<file path="src/rtl/npu_cq_fetch.sv">
// Command-queue fetch engine: walks descriptors from cq_head up to the producer
// tail, issues DMA requests for copy descriptors and raises IRQ pulses.
module npu_cq_fetch #(
  parameter int unsigned DESC_BYTES = 32
) (
  input  logic         clk,
  input  logic         rst,
  input  logic [63:0]  cq_base,
  input  logic [31:0]  cq_size,
  input  logic [31:0]  cq_tail,
  input  logic         doorbell,
  input  logic         head_clr,
  output logic [63:0]  cq_mem_addr,
  input  logic [255:0] cq_mem_rdata,
  output logic         dma_req_valid,
  output logic [63:0]  dma_req_src,
  output logic [63:0]  dma_req_dst,
  output logic [31:0]  dma_req_bytes,
  input  logic         dma_req_ready,
  input  logic         dma_resp_done,
  output logic [31:0]  cq_head,
  output logic         evt_pulse,
  output logic         empty_pulse,
  output logic         err_pulse,
  output logic         busy
);

  typedef enum logic [2:0] {
    IDLE, FETCH, DECODE, DMA_REQ, DMA_WAIT, ADVANCE
  } state_t;

  localparam logic [31:0] STRIDE = 32'(DESC_BYTES);

  state_t      state;
  logic        pending;
  logic        evt_q;

  logic [31:0] eff_tail;
  logic [32:0] head_inc;
  logic [31:0] head_next;
  logic [31:0] head_idle;

  logic [7:0]  op;
  logic        evt;
  logic        op_valid;
  logic [63:0] src;
  logic [63:0] dst;
  logic [31:0] len;
  logic        rdata_unused;

  assign eff_tail  = cq_tail & ~(STRIDE - 32'd1);
  // 33-bit sum so a head near 2^32 cannot alias past cq_size
  assign head_inc  = {1'b0, cq_head} + {1'b0, STRIDE};
  assign head_next = (head_inc >= {1'b0, cq_size}) ? '0 : head_inc[31:0];
  assign head_idle = head_clr ? '0 : cq_head;

  assign op       = cq_mem_rdata[7:0];
  assign evt      = cq_mem_rdata[16];
  assign src      = cq_mem_rdata[127:64];
  assign dst      = cq_mem_rdata[191:128];
  assign len      = cq_mem_rdata[223:192];
  assign op_valid = (op == 8'h00) || (op == 8'h01);

  assign rdata_unused = ^{cq_mem_rdata[15:8], cq_mem_rdata[23:17],
                          cq_mem_rdata[63:24], cq_mem_rdata[255:224]};

  always_ff @(posedge clk or posedge rst) begin
    if (rst) begin
      state         <= IDLE;
      pending       <= 1'b0;
      evt_q         <= 1'b0;
      cq_head       <= '0;
      cq_mem_addr   <= '0;
      dma_req_valid <= 1'b0;
      dma_req_src   <= '0;
      dma_req_dst   <= '0;
      dma_req_bytes <= '0;
      evt_pulse     <= 1'b0;
      empty_pulse   <= 1'b0;
      err_pulse     <= 1'b0;
      busy          <= 1'b0;
    end else begin
      evt_pulse   <= 1'b0;
      empty_pulse <= 1'b0;
      err_pulse   <= 1'b0;
      // Doorbells outside IDLE are remembered; IDLE below consumes them.
      if (doorbell) pending <= 1'b1;

      case (state)
        IDLE: begin
          cq_head <= head_idle;
          if (pending || doorbell) begin
            pending <= 1'b0;
            if (head_idle != eff_tail) begin
              state       <= FETCH;
              busy        <= 1'b1;
              cq_mem_addr <= cq_base + {32'b0, head_idle};
            end else begin
              empty_pulse <= 1'b1;
            end
          end
        end
        FETCH: state <= DECODE;
        DECODE: begin
          evt_q         <= evt && op_valid;
          dma_req_src   <= src;
          dma_req_dst   <= dst;
          dma_req_bytes <= len;
          if (op == 8'h01 && len != '0) begin
            state         <= DMA_REQ;
            dma_req_valid <= 1'b1;
          end else begin
            state     <= ADVANCE;
            evt_pulse <= evt && op_valid;
            err_pulse <= !op_valid;
          end
        end
        DMA_REQ: begin
          if (dma_req_ready) begin
            dma_req_valid <= 1'b0;
            state         <= DMA_WAIT;
          end
        end
        DMA_WAIT: begin
          if (dma_resp_done) begin
            state     <= ADVANCE;
            evt_pulse <= evt_q;
          end
        end
        ADVANCE: begin
          cq_head <= head_next;
          if (head_next != eff_tail) begin
            state       <= FETCH;
            cq_mem_addr <= cq_base + {32'b0, head_next};
          end else begin
            state       <= IDLE;
            busy        <= 1'b0;
            empty_pulse <= 1'b1;
          end
        end
        default: begin
          state         <= IDLE;
          busy          <= 1'b0;
          dma_req_valid <= 1'b0;
        end
      endcase
    end
  end

endmodule
</file>
<file path="config.mk">
export PLATFORM = sky130hd
export DESIGN_NAME = npu_cq_fetch
export DESIGN_NICKNAME = d
export VERILOG_FILES = /design/src/rtl/npu_cq_fetch.sv
export SDC_FILE = /design/constraint.sdc
export NUM_CORES = 1
export LEC_CHECK = 0
export CORE_AREA = 4 4 251 253
export CTS_CLUSTER_DIAMETER = 30
export CTS_CLUSTER_SIZE = 12
export DETAILED_ROUTE_END_ITERATION = 12
export DIE_AREA = 0 0 255 257
export SLEW_MARGIN = 5
export SYNTH_ARGS = -nofsm -noshare
export SYNTH_HDL_FRONTEND = slang
export SYNTH_SLANG_ARGS = --single-unit
</file>
<file path="constraint.sdc">
create_clock -name clk -period 24.9 [get_ports clk]
set_input_delay 3.735 -clock clk [delete_from_list [all_inputs] [get_ports clk]]
set_output_delay 3.735 -clock clk [all_outputs]
set_load 0.02 [all_outputs]
</file>
-- After elaboration in Yosys (flattened, before gate mapping)
Cells that the tools add are included.
- shift-type cells: 0
- add/sub/neg operators: 3
- bitwise operators: 2
- div/mod/pow operators: 0
- magnitude comparators: 1
- eq/ne operators: 15
- multiply operators: 0
- reduce and logical (&&, ||, !) cells: 15
- mux-type cells: 33
- operators by type and width (operator ; count):
    64-bit 2-to-1 mux ; 3
    64-bit by 32-bit adder with 64-bit output ; 2
    64-bit case mux with 2 select lines ; 1
    32-bit 2-to-1 mux ; 2
    32-bit inequality test ; 2
    32-bit case mux with 2 select lines ; 1
    32-bit by 6-bit adder with 33-bit output, second input constant ; 1
    33-bit by 32-bit greater-or-equal comparator with 1-bit output ; 1
    32-bit nonzero test ; 1
    3-bit case mux with 6 select lines ; 1
    1-bit 2-to-1 mux ; 16
    3-bit 2-to-1 mux ; 5
    2-bit inequality test, second input constant ; 7
    4-bit AND reduction ; 3
    8-bit by 1-bit == test with 1-bit output, second input constant ; 1
    8-bit logical NOT ; 1
    4-bit OR reduction ; 2
    3-bit by 2-bit == test with 1-bit output, second input constant ; 2
    3-bit == test, second input constant ; 2
    1-bit case mux with 3 select lines ; 2
    1-bit case mux with 2 select lines ; 2
    3-bit by 1-bit == test with 1-bit output, second input constant ; 1
    3-bit logical NOT ; 1
    3-bit AND reduction ; 1
    other kinds (5) ; 8
- logic and storage cells: 82
- register bits: 266
- latch bits: 0
- input port bits: 390
- RAM bits: 0
- ROM bits: 0
- output and inout bits: 261
- memories: 0

-- Logic depth before layout (Yosys ltp)
Gate-level depths: netlist of the first run.
- word-level depth: 6
- mapped depth: 33
- mapped depth without buffers: 30

-- Worst setup path after synthesis of the first run
No wires, ideal clock.
- kind: input-to-reg
- from: input cq_size[13]
- to: register cq_mem_addr[42]
- slack: 15.886 ns
- library setup time: 0.125 ns
- buffers on the path: 2
- data arrival time: 8.889 ns
- stages on the path: 27
- data required time: 24.775 ns
- cells stage by stage: inv_1 -> ha_1 -> a21o_1 -> a211oi_1 -> a21oi_1 -> o31a_1 -> nor2_1 -> nand2_1 -> nor2_1 -> clkbuf_1 -> nor2_1 -> nor2_1 -> ha_1 -> inv_1 -> fa_1 -> nor2b_1 -> o31a_1 -> o311ai_0 -> o31a_1 -> o21ai_0 -> a21oi_1 -> o21ba_2 -> nor2_1 -> clkbuf_1 -> nand3_1 -> xnor2_1 -> mux2_4
- word-level cells in the longest chain between the ends: 5
- elaborated cells between the ends (all ways): 8
- classes of those cells: 1 x add/sub; 1 x order compare; 2 x eq/ne; 3 x mux; 1 x reduce/logical
- RTL lines (element ; RTL line ; text):
    start, declared ; 9 ; input logic [31:0] cq_size,
    33-bit by 32-bit greater-or-equal comparator with 1-bit output * ; 54 ; assign head_next = (head_inc >= {1'b0, cq_size}) ? '0 : head_inc[31:0];
    32-bit 2-to-1 mux * ; 54 ;
    64-bit by 32-bit adder with 64-bit output or 32-bit inequality test (tied branches) ; 134, 132 ;
    64-bit 2-to-1 mux or 2-bit inequality test (tied branches) ; -- ;
    64-bit case mux with 2 select lines or 4-bit AND reduction (tied branches) ; -- ;
    end signal, assigned ; 97 ; cq_mem_addr <= cq_base + {32'b0, head_idle};
    end signal, assigned ; 134 ; cq_mem_addr <= cq_base + {32'b0, head_next};
    end, declared ; 13 ; output logic [63:0] cq_mem_addr,
Every way passes the cells marked *; elsewhere a longest branch is shown, timed or not. The select of a mux whose other input is x is not followed.
A chain may end at the register's enable or synchronous reset.

-- Final worst setup path of the first run
- from: input cq_size[13]
- to: register cq_mem_addr[58]
Same word-level chain as after synthesis.

==> results of run 1 <==
[routing by layer]
layer	track usage [%]	vias to the layer above
met3	4.62	138
met5	0	-
met4	6.65	2
met1	24.6	7409
met2	30.4	596
li1	-	7188
[worst max-delay path by stage]
stage,end,slack [ns],start,depth (start not counted)
floorplan,busy,13.84,rst,1
global placement,cq_mem_addr[56],14.32,cq_size[13],27
detailed placement,cq_mem_addr[56],14.24,cq_size[13],27
CTS,cq_mem_addr[58],14.82,cq_size[13],27
global route,cq_mem_addr[52],14.27,cq_size[13],27
finish,cq_mem_addr[58],14.70,cq_size[13],27
[through the flow]
step	total power, mW	area [sq um]	hold slack [ns]	setup slack [ns]
floorplan	1.45	15700	0.446	13.84
global placement	2.02	22000	0.457	14.32
detailed placement	2.04	22000	0.461	14.24
CTS	3.01	24600	0.471	14.82
global route	3.14	24600	0.483	14.27
finish	2.98	24600	0.468	14.70
[sequential cells by signal, indices dropped and copies added, names as in the netlist]
signal / flops
dma_req_src: 64
empty_pulse: 1
err_pulse: 1
state: 3
cq_head: 32
evt_pulse: 1
cq_mem_addr: 64
busy: 1
dma_req_bytes: 32
evt_q: 1
pending: 1
dma_req_dst: 64
dma_req_valid: 1
[power by group through the flow]
stage / registers [mW] / clock network, mW / logic [mW]
finish: 0.753 / 0.954 / 1.27
global route: 0.776 / 1.00 / 1.36
global placement: 0.747 / 0 / 1.27
CTS: 0.753 / 0.973 / 1.29
floorplan: 0.958 / 0 / 0.487
detailed placement: 0.756 / 0 / 1.28
[worst register-to-register path: cells and delay by family, from the launching register on]
family / cells / cell delay, ns
adders and majority gates: 3 / 0.92
buffers and inverters: 3 / 0.48
muxes: 1 / 0.25
and+or+nand+nor: 14 / 4.08
xor gates and xnor gates: 2 / 0.61
AOI/OAI and AO/OA: 7 / 2.02
DFF: 1 / 0.63
[cells by family (layout without fill, tap and decap cells)]
group,after synthesis,in the layout,share of synthesized area (%)
simple gates,828,828,23.2
flops,266,266,42.5
compound gates,260,260,11.3
buf+inv,163,789,4.27
xor+xnor,94,94,5.65
mux,89,89,7.80
fa+ha+maj,66,66,5.32
other cells,0,4,0
[synth_stat cells, drive strengths merged (7+ instances only)]
cell type    n
a21o        18
or3          7
a31oi       10
o32ai        8
dfrtp      266
inv         82
and3        14
and4         8
xnor2       73
o21a         9
nor4        23
and2         8
nand4       30
o211ai      11
a211oi      11
o21ai       64
nand2      558
a22o         9
nor2        74
nand2b      13
ha          65
mux2        87
nor3        21
a21oi       48
nor2b       10
xor2        17
clkbuf      58
or2          7
buf         23
nand3       38
[final cells by class]
type                            count  area, sq um  area share, %
Clock buffer                       89         2000           8.13
Multi-Input combinational cell   1337         8360           34.0
Timing Repair Buffer              570         5680           23.1
Sequential cell                   266         6660           27.1
Clock inverter                     48          567           2.31
Tap cell                          790          988           4.02
Inverter                           82          315           1.28
Antenna cell                        4         10.0         0.0407
==> impl_metrics.json, run 1 <==
{
  "cts_resized": 0,
  "clockBufferDepth": 3,
  "holdPathStages": 2,
  "ys_ff_latch": 266,
  "portBuffers": 558,
  "coreArea_sq_um": 61000,
  "hold_violations": 0,
  "first_pass_iters": 6,
  "initial_utilization_pct": 25.7,
  "place_inst": 3045,
  "h-tree-depth": 3,
  "layout_commonest_cell": "clkdlybuf4s50_1",
  "rows": 91,
  "setup_tns_ns": 0,
  "drv_slew": 0,
  "cts-buffers-inserted": 74,
  "grt_max_degree": 136,
  "wl_met3_um": 4850,
  "timing.rr.start": "cq_head[9]",
  "rsz0062_at_grt": "false",
  "area_delta_synth_final_pct": 56.8,
  "p_int_mw": 1.88,
  "timing.critical_path.mode_cell": "nor2_1",
  "syn_nets": 2222,
  "finalCritPeriodShare_pct": 41.0,
  "p_switching_mw": 1.10,
  "grt_pass1_wl_um": 95600,
  "swShare_pct": 36.9,
  "dieArea_sq_um": 65500,
  "synth.top_cell.area_share_pct": 42.5,
  "synth_edf_count": 0,
  "die_w_um": 255,
  "drc": 0,
  "fp.dieH_um": 257,
  "max-cap-violations": 0,
  "dp_hpwl_um": 49600,
  "yosysWarnings": 0,
  "leakagePower_nw": 11.2,
  "p_comb_share_pct": 42.7,
  "postRouteAntennaNets": 0,
  "routedWlPerCell_um": 20.1,
  "skew_ns": 0.0550,
  "grt_usage_pct": 18.8,
  "layout.nets": 2787,
  "cp-start-kind": "primary input",
  "crit_family": "compound AO/OA/AOI/OAI gates",
  "critPathCaptureType": "flip-flop",
  "fin_crit_ns": 10.20,
  "yosysUniqueCellTypes": 78,
  "hold_class": "reg -> reg",
  "grt_pass1_vias": 15400,
  "vias_per_cell": 4.81,
  "detail_route.wirelength.met1_um": 27300,
  "hold_end": "dma_req_bytes[29]",
  "globalplace.congestion": 0.916,
  "route.vias.total": 15300,
  "syn-cell-area_sq_um": 15700,
  "routed.top_layer": "met5",
  "yosysTopAreaCell": "dfrtp_1",
  "setup_violations": 0,
  "crit_required_ns": 25.37,
  "drt_wl_total_um": 64200,
  "ff2ff_setup_slack_ns": 15.80,
  "drive_gt1_share_pct": 10.7,
  "synthArstFlopShare_pct": 100,
  "critPathKind": "in -> reg",
  "cts_tree": "built",
  "final_cell_mix": "clkdlybuf4s50_1, nand2_1, dfrtp_1",
  "insertion_delay_ns": 0.59,
  "synthCells": 1766,
  "fill_cells": 6011,
  "cts_root_buffer": "clkbuf_16",
  "min_from": "dma_req_bytes[29]",
  "postSynthAreaPerCell_sq_um": 8.87,
  "cp.arrival_ns": 10.67,
  "worst-path-buf-inv": 4,
  "cts.hold.buffers_added": 0,
  "pwr-share-seq_pct": 25.3,
  "pin_count": 651,
  "slew_headroom_pct": 26.7,
  "fin_util_pct": 40.3,
  "overflow": 0,
  "wl_met2_um": 30000,
  "ir_worst_vdd_mv": 0.0583,
  "clkSinkCount": 266,
  "r2r-end": "cq_mem_addr[58]",
  "instances_no_fill": 3186,
  "ys.flop_type": "dfrtp_1",
  "p_clk_share_pct": 32.0,
  "clkSlewWorstSetupHoldPaths_ns": 0.05,
  "fmax_mhz": 98.0,
  "powerDensity_nw_per_um2": 121,
  "antenna_found_initial": 4,
  "worst_pin_slew_ns": 1.09,
  "synth-seq-area-share_pct": 42.5,
  "reg2regPathDepth": 30,
  "cp_slowest_stage_delay_ns": 0.72,
  "crit_fanout": 17,
  "crit_slowest_cell": "nor2_1",
  "drtIter0Drc": 1295,
  "synth_area_leaders": "dfrtp_1, nand2_1, mux2_4, ha_1, xnor2_1",
  "status": "complete, no violations",
  "cts_setup_buffers": 0
}
Note: power is estimated with default switching activity, not from simulation.
==> run 2: changes to the inputs <==
CORE_AREA = 4 4 252 254   (was 4 4 251 253)
DIE_AREA = 0 0 256 258   (was 0 0 255 257)
clock period = 10.5 ns   (was 24.9 ns; I/O delays follow)
==> run 2 against run 1 <==
Routed wire length is essentially flat. Sequential cell count is the same. Register-to-register slack lost 14 ns. Final cell count grew 0.38%. Clock-buffer cell count grew 35. Hold slack lost 0.0015 ns. Non-clock buffer count grew 1. First-iteration DRC count shrank 15%. Sequential power grew 140%. Global-route usage shrank 0.22 points. Critical path depth shrank 1. Die area grew 0.78%.
==> impl_metrics.json, run 2 (synthesis gave the netlist of run 1 again) <==
{
  "status": "complete, no violations",
  "cts.hold.buffers_added": 0,
  "placement.cell_area_sq_um": 22000,
  "fp.dieH_um": 258,
  "die_w_um": 256,
  "finalCritPeriodShare_pct": 83.8,
  "fmax_mhz": 114,
  "cts_setup_buffers": 0,
  "clkSinkCount": 266,
  "drtIter0Drc": 1098,
  "h-tree-depth": 3,
  "rsz0062_at_grt": "false",
  "cp.arrival_ns": 9.27,
  "final_cell_mix": "clkdlybuf4s50_1, nand2_1, dfrtp_1",
  "worst_pin_slew_ns": 1.05,
  "overflow": 0,
  "fin_crit_ns": 8.80,
  "ir_worst_vdd_mv": 0.132,
  "drt_wl_total_um": 64200,
  "first_pass_iters": 5,
  "cts_resized": 0,
  "crit_required_ns": 10.97,
  "drv_slew": 0,
  "max-cap-violations": 0,
  "grt_pass1_wl_um": 95800,
  "p_clk_share_pct": 32.9,
  "vias_per_cell": 4.75,
  "critPathCaptureType": "flip-flop",
  "critPathKind": "reg -> reg",
  "layout.nets": 2795,
  "pin_count": 651,
  "fin_util_pct": 40.4,
  "swShare_pct": 36.2,
  "setup_violations": 0,
  "coreArea_sq_um": 61300,
  "grt_pass1_vias": 15300,
  "p_comb_share_pct": 42.3,
  "cts_root_buffer": "clkbuf_16",
  "finalPower_mw": 7.15,
  "grt_usage_pct": 18.6,
  "initial_utilization_pct": 25.6,
  "clockBufferDepth": 3,
  "drive_gt1_share_pct": 10.5,
  "area_delta_synth_final_pct": 57.9,
  "p_switching_mw": 2.58,
  "slew_headroom_pct": 28.8,
  "reg_top3": "cq_mem_addr: 64 flops, dma_req_dst: 64 flops, dma_req_src: 64 flops",
  "powerDensity_nw_per_um2": 289,
  "layout_commonest_cell": "clkdlybuf4s50_1",
  "cts_tree": "built",
  "dieArea_sq_um": 66000,
  "ff2ff_setup_slack_ns": 1.70,
  "cts-buffers-inserted": 81,
  "route.vias.total": 15200,
  "setup_tns_ns": 0,
  "portBuffers": 558,
  "skew_ns": 0.0391,
  "crit_fanout": 11,
  "globalplace.congestion": 0.894,
  "postRouteAntennaNets": 0,
  "antenna_found_initial": 11,
  "rows": 91,
  "stdcell_area_sq_um": 24700,
  "fill_cells": 6064,
  "drc": 0,
  "grt_max_degree": 158,
  "pwr-share-seq_pct": 24.8,
  "cp-start-kind": "flip-flop",
  "routedWlPerCell_um": 20.1,
  "dp_hpwl_um": 49400,
  "clkSlewWorstSetupHoldPaths_ns": 0.04,
  "p_int_mw": 4.56,
  "insertion_delay_ns": 0.61,
  "hold_violations": 0,
  "hold_class": "reg -> reg",
  "leakagePower_nw": 11.3
}
## run 2: cell count changes in the layout (fill, tap and decap cells not counted)
cell,previous run,this run
clkinv_8,2,1
clkinvlp_4,8,0
clkinv_2,22,13
inv_16,1,2
inv_6,3,1
bufinv_16,7,3
clkinv_4,2,0
clkbuf_8,9,23
clkbuf_16,74,81
clkinv_16,3,2
diode_2,4,6
buf_12,0,1
clkbuf_1,6,20
## run 2: path summary, 6_finish.rpt
path	startpoint	cells past startpoint	end
min in group asynchronous	rst	2	dma_req_src[32]
worst min register to register	dma_req_dst[38]	2	dma_req_dst[38]
worst max-delay path	cq_head[9]	26	cq_mem_addr[30]
max in group asynchronous	rst	3	dma_req_src[19]
worst min-delay path	dma_req_dst[38]	2	dma_req_dst[38]
worst max register to register	cq_head[9]	26	cq_mem_addr[30]
## run 2: routing by layer
layer / GRT usage [%] / vias to the layer above / wire length [um]
met5: 0 / - / 73
met4: 7.69 / 10 / 2220
met3: 5.70 / 137 / 4790
met2: 29.8 / 576 / 30000
met1: 23.5 / 7236 / 27100
li1: - / 7216 / -
## run 2: power groups by stage
stage	clock (mW)	sequential, mW	combinational (mW)
floorplan	0	2.27	1.16
global placement	0	1.76	3.01
detailed placement	0	1.78	3.05
CTS	2.39	1.77	3.06
global route	2.46	1.83	3.22
finish	2.35	1.77	3.02
## run 2: final cells by class
cell class                      count  area [sq um]  share of cell area, %
Clock buffer                      124          2420                   9.78
Timing Repair Buffer              571          5700                   23.0
Antenna cell                        6          15.0                 0.0607
Sequential cell                   266          6660                   26.9
Multi-Input combinational cell   1337          8360                   33.8
Inverter                           82           315                   1.28
Tap cell                          790           988                   4.00
Clock inverter                     22           280                   1.13
## run 2: critical path, cell delays in order, from the launching register on
cell      delay [ns]
dfrtp_1         0.62
nand3_1         0.29
nor4_2          0.90
nand4_1         0.20
xor2_1          0.47
inv_1           0.17
ha_1            0.34
nand4_1         0.13
nor4_1          0.07
a211oi_1        0.27
nand2_1         0.22
nor2_1          0.43
nand2_1         0.30
nor2_1          0.49
nand2_1         0.09
o21ai_0         0.32
ha_1            0.36
a21oi_1         0.26
nand2b_1        0.09
o311ai_0        0.87
o31ai_1         0.25
a211o_1         0.33
a21oi_1         0.24
o21ai_0         0.23
a211oi_1        0.36
xnor2_1         0.10
mux2_4          0.25
## run 2: metrics by stage
stage                     hold WS (ns)  setup slack [ns]  instances
after global placement           0.458              2.00       3046
after detailed placement         0.461              1.94       3046
after CTS                        0.471              1.87       3192
final                            0.466              1.70       3198
after floorplan                  0.446              1.60       1766
after global routing             0.490              1.07       3196
==> run 3: changes to the inputs <==
clock period = 9.15 ns   (was 10.5 ns; I/O delays follow)
==> run 3 against run 2 <==
Utilization rose by 0.54 points. Non-clock buffer count up 5. Design area up 1.3%. Routed wire length decreased by 0.84%. Clock skew shrank 0.0038 ns. Sequential share of layout area is 0.36 points lower. First-iteration DRC count rose by 8.4%. Global-route usage barely moved. Critical path type unchanged. Critical endpoint is now cq_mem_addr[54]. Largest cell class unchanged.
==> impl_metrics.json, run 3 (synthesis gave the netlist of run 1 again) <==
{
  "p_switching_mw": 3.01,
  "worst_slack_ns": 0.772,
  "final_cell_mix": "clkdlybuf4s50_1, nand2_1, dfrtp_1",
  "drc": 0,
  "antenna_found_initial": 3,
  "cp.arrival_ns": 8.84,
  "crit_required_ns": 9.62,
  "reg_top3": "cq_mem_addr: 64 flops, dma_req_dst: 64 flops, dma_req_src: 64 flops",
  "cts-buffers-inserted": 82,
  "p_clk_share_pct": 35.4,
  "slew_headroom_pct": 33.0,
  "cts.hold.buffers_added": 0,
  "reg2regPathDepth": 32,
  "hold_class": "reg -> reg",
  "fp.dieH_um": 258,
  "dp_hpwl_um": 49300,
  "fmax_mhz": 119,
  "overflow": 0,
  "crit_fanout": 17,
  "coreArea_sq_um": 61300,
  "vias_per_cell": 4.75,
  "layout_commonest_cell": "clkdlybuf4s50_1",
  "h-tree-depth": 3,
  "holdPathStages": 2,
  "pwr-share-seq_pct": 23.9,
  "timing.rr.start": "cq_head[9]",
  "die_w_um": 256,
  "layout.nets": 2801,
  "place_ws_ns": 1.02,
  "drtIter0Drc": 1190,
  "status": "complete, no violations",
  "worst-path-buf-inv": 5,
  "route.vias.total": 15200,
  "clkSlewWorstSetupHoldPaths_ns": 0.04,
  "grt_pass1_vias": 15500,
  "setup_violations": 0,
  "dieArea_sq_um": 66000,
  "crit_family": "simple AND/OR/NAND/NOR gates",
  "drt_wl_total_um": 63700,
  "fin_util_pct": 40.9,
  "grt_pass1_wl_um": 96000,
  "clockBufferDepth": 3,
  "fin_crit_ns": 8.38,
  "pin_count": 651,
  "hold_end": "dma_req_src[37]",
  "grt_max_degree": 157,
  "grt_usage_pct": 18.6,
  "hold_violations": 0,
  "setup_tns_ns": 0,
  "rsz0062_at_grt": "false",
  "cp_slowest_stage_delay_ns": 0.78,
  "area_delta_synth_final_pct": 60.0,
  "cts_resized": 0,
  "critPathCaptureType": "flip-flop",
  "ir_worst_vdd_mv": 0.178,
  "r2r-end": "cq_mem_addr[54]",
  "drv_slew": 0,
  "swShare_pct": 35.4,
  "skew_ns": 0.0353,
  "ff2ff_setup_slack_ns": 0.77,
  "timing.critical_path.mode_cell": "nor2_1",
  "cp-start-kind": "flip-flop",
  "finalCritPeriodShare_pct": 91.6,
  "rows": 91,
  "initial_utilization_pct": 25.6,
  "postRouteAntennaNets": 0,
  "leakagePower_nw": 11.5,
  "cts_root_buffer": "clkbuf_16",
  "first_pass_iters": 6,
  "globalplace.congestion": 0.900,
  "clkSinkCount": 266,
  "cts_setup_buffers": 0,
  "powerDensity_nw_per_um2": 340,
  "min_from": "dma_req_src[37]",
  "portBuffers": 558,
  "drive_gt1_share_pct": 11.4,
  "p_int_mw": 5.50,
  "worst_pin_slew_ns": 1.00,
  "crit_slowest_cell": "nor4_1",
  "insertion_delay_ns": 0.60,
  "cts_tree": "built",
  "critPathKind": "reg -> reg",
  "routedWlPerCell_um": 19.9,
  "max-cap-violations": 0,
  "p_comb_share_pct": 40.7,
  "finalPower_mw": 8.51
}
run 3: changes by cell type in the layout (fill, tap and decap cells not counted), sizes merged:
| cell | previous run | this run |
|---|---|---|
| diode | 6 | 2 |
| clkbuf | 124 | 108 |
| bufinv | 3 | 13 |
| buf | 13 | 18 |
| clkinv | 16 | 21 |
| clkinvlp | 0 | 8 |
run 3: routing by layer:
metal / up-vias / track usage (%) / share of wire, %
met5: - / 0 / 0.020
met4: 2 / 7.12 / 3.2
met3: 132 / 4.83 / 6.8
met2: 599 / 30.1 / 47
met1: 7249 / 23.9 / 43
li1: 7244 / - / -
run 3: cell type report:
type | instances | area (sq um)
clock buffers | 108 | 2320
well taps | 790 | 988
clock inverters | 45 | 691
flip-flops and latches | 266 | 6660
fillers | 5902 | 36200
diodes | 2 | 5.00
repair buffers | 576 | 5730
inverters | 82 | 315
multi-input cells | 1337 | 8350
run 3: worst max-delay path by stage:
| stage | startpoint | cells after the start | slack, ns | endpoint |
|---|---|---|---|---|
| after detailed placement | cq_head[9] | 33 | 1.02 | cq_mem_addr[58] |
| final | cq_head[9] | 32 | 0.77 | cq_mem_addr[54] |
| after global placement | cq_head[9] | 33 | 1.00 | cq_mem_addr[58] |
| after global routing | cq_head[9] | 33 | 0.37 | cq_mem_addr[58] |
| after CTS | cq_head[9] | 33 | 0.96 | cq_mem_addr[54] |
| after floorplan | rst | 1 | 0.45 | busy |
run 3: worst reg2reg max path: cells and delay by family (launching register included):
family	cells	cell delay [ns]
and+or+nand+nor	14	3.18
xor gates and xnor gates	2	0.59
buffers and inverters	5	0.99
muxes	1	0.27
AOI/OAI and AO/OA	7	1.65
adders and majority gates	3	0.93
DFF	1	0.62
run 3: through the flow:
stage,hold WS (ns),std cells,cell area [sq um]
floorplan,0.446,1766,15700
global placement,0.457,3051,22000
detailed placement,0.461,3051,22000
CTS,0.471,3204,25100
global route,0.476,3206,25100
finish,0.467,3206,25100
run 3: power groups by stage:
stage	Combinational [mW]	Sequential (mW)	Clock, mW
finish	3.47	2.03	3.01
floorplan	1.33	2.61	0
detailed placement	3.50	2.04	0
global placement	3.46	2.02	0
global route	3.70	2.10	3.15
CTS	3.51	2.04	3.07
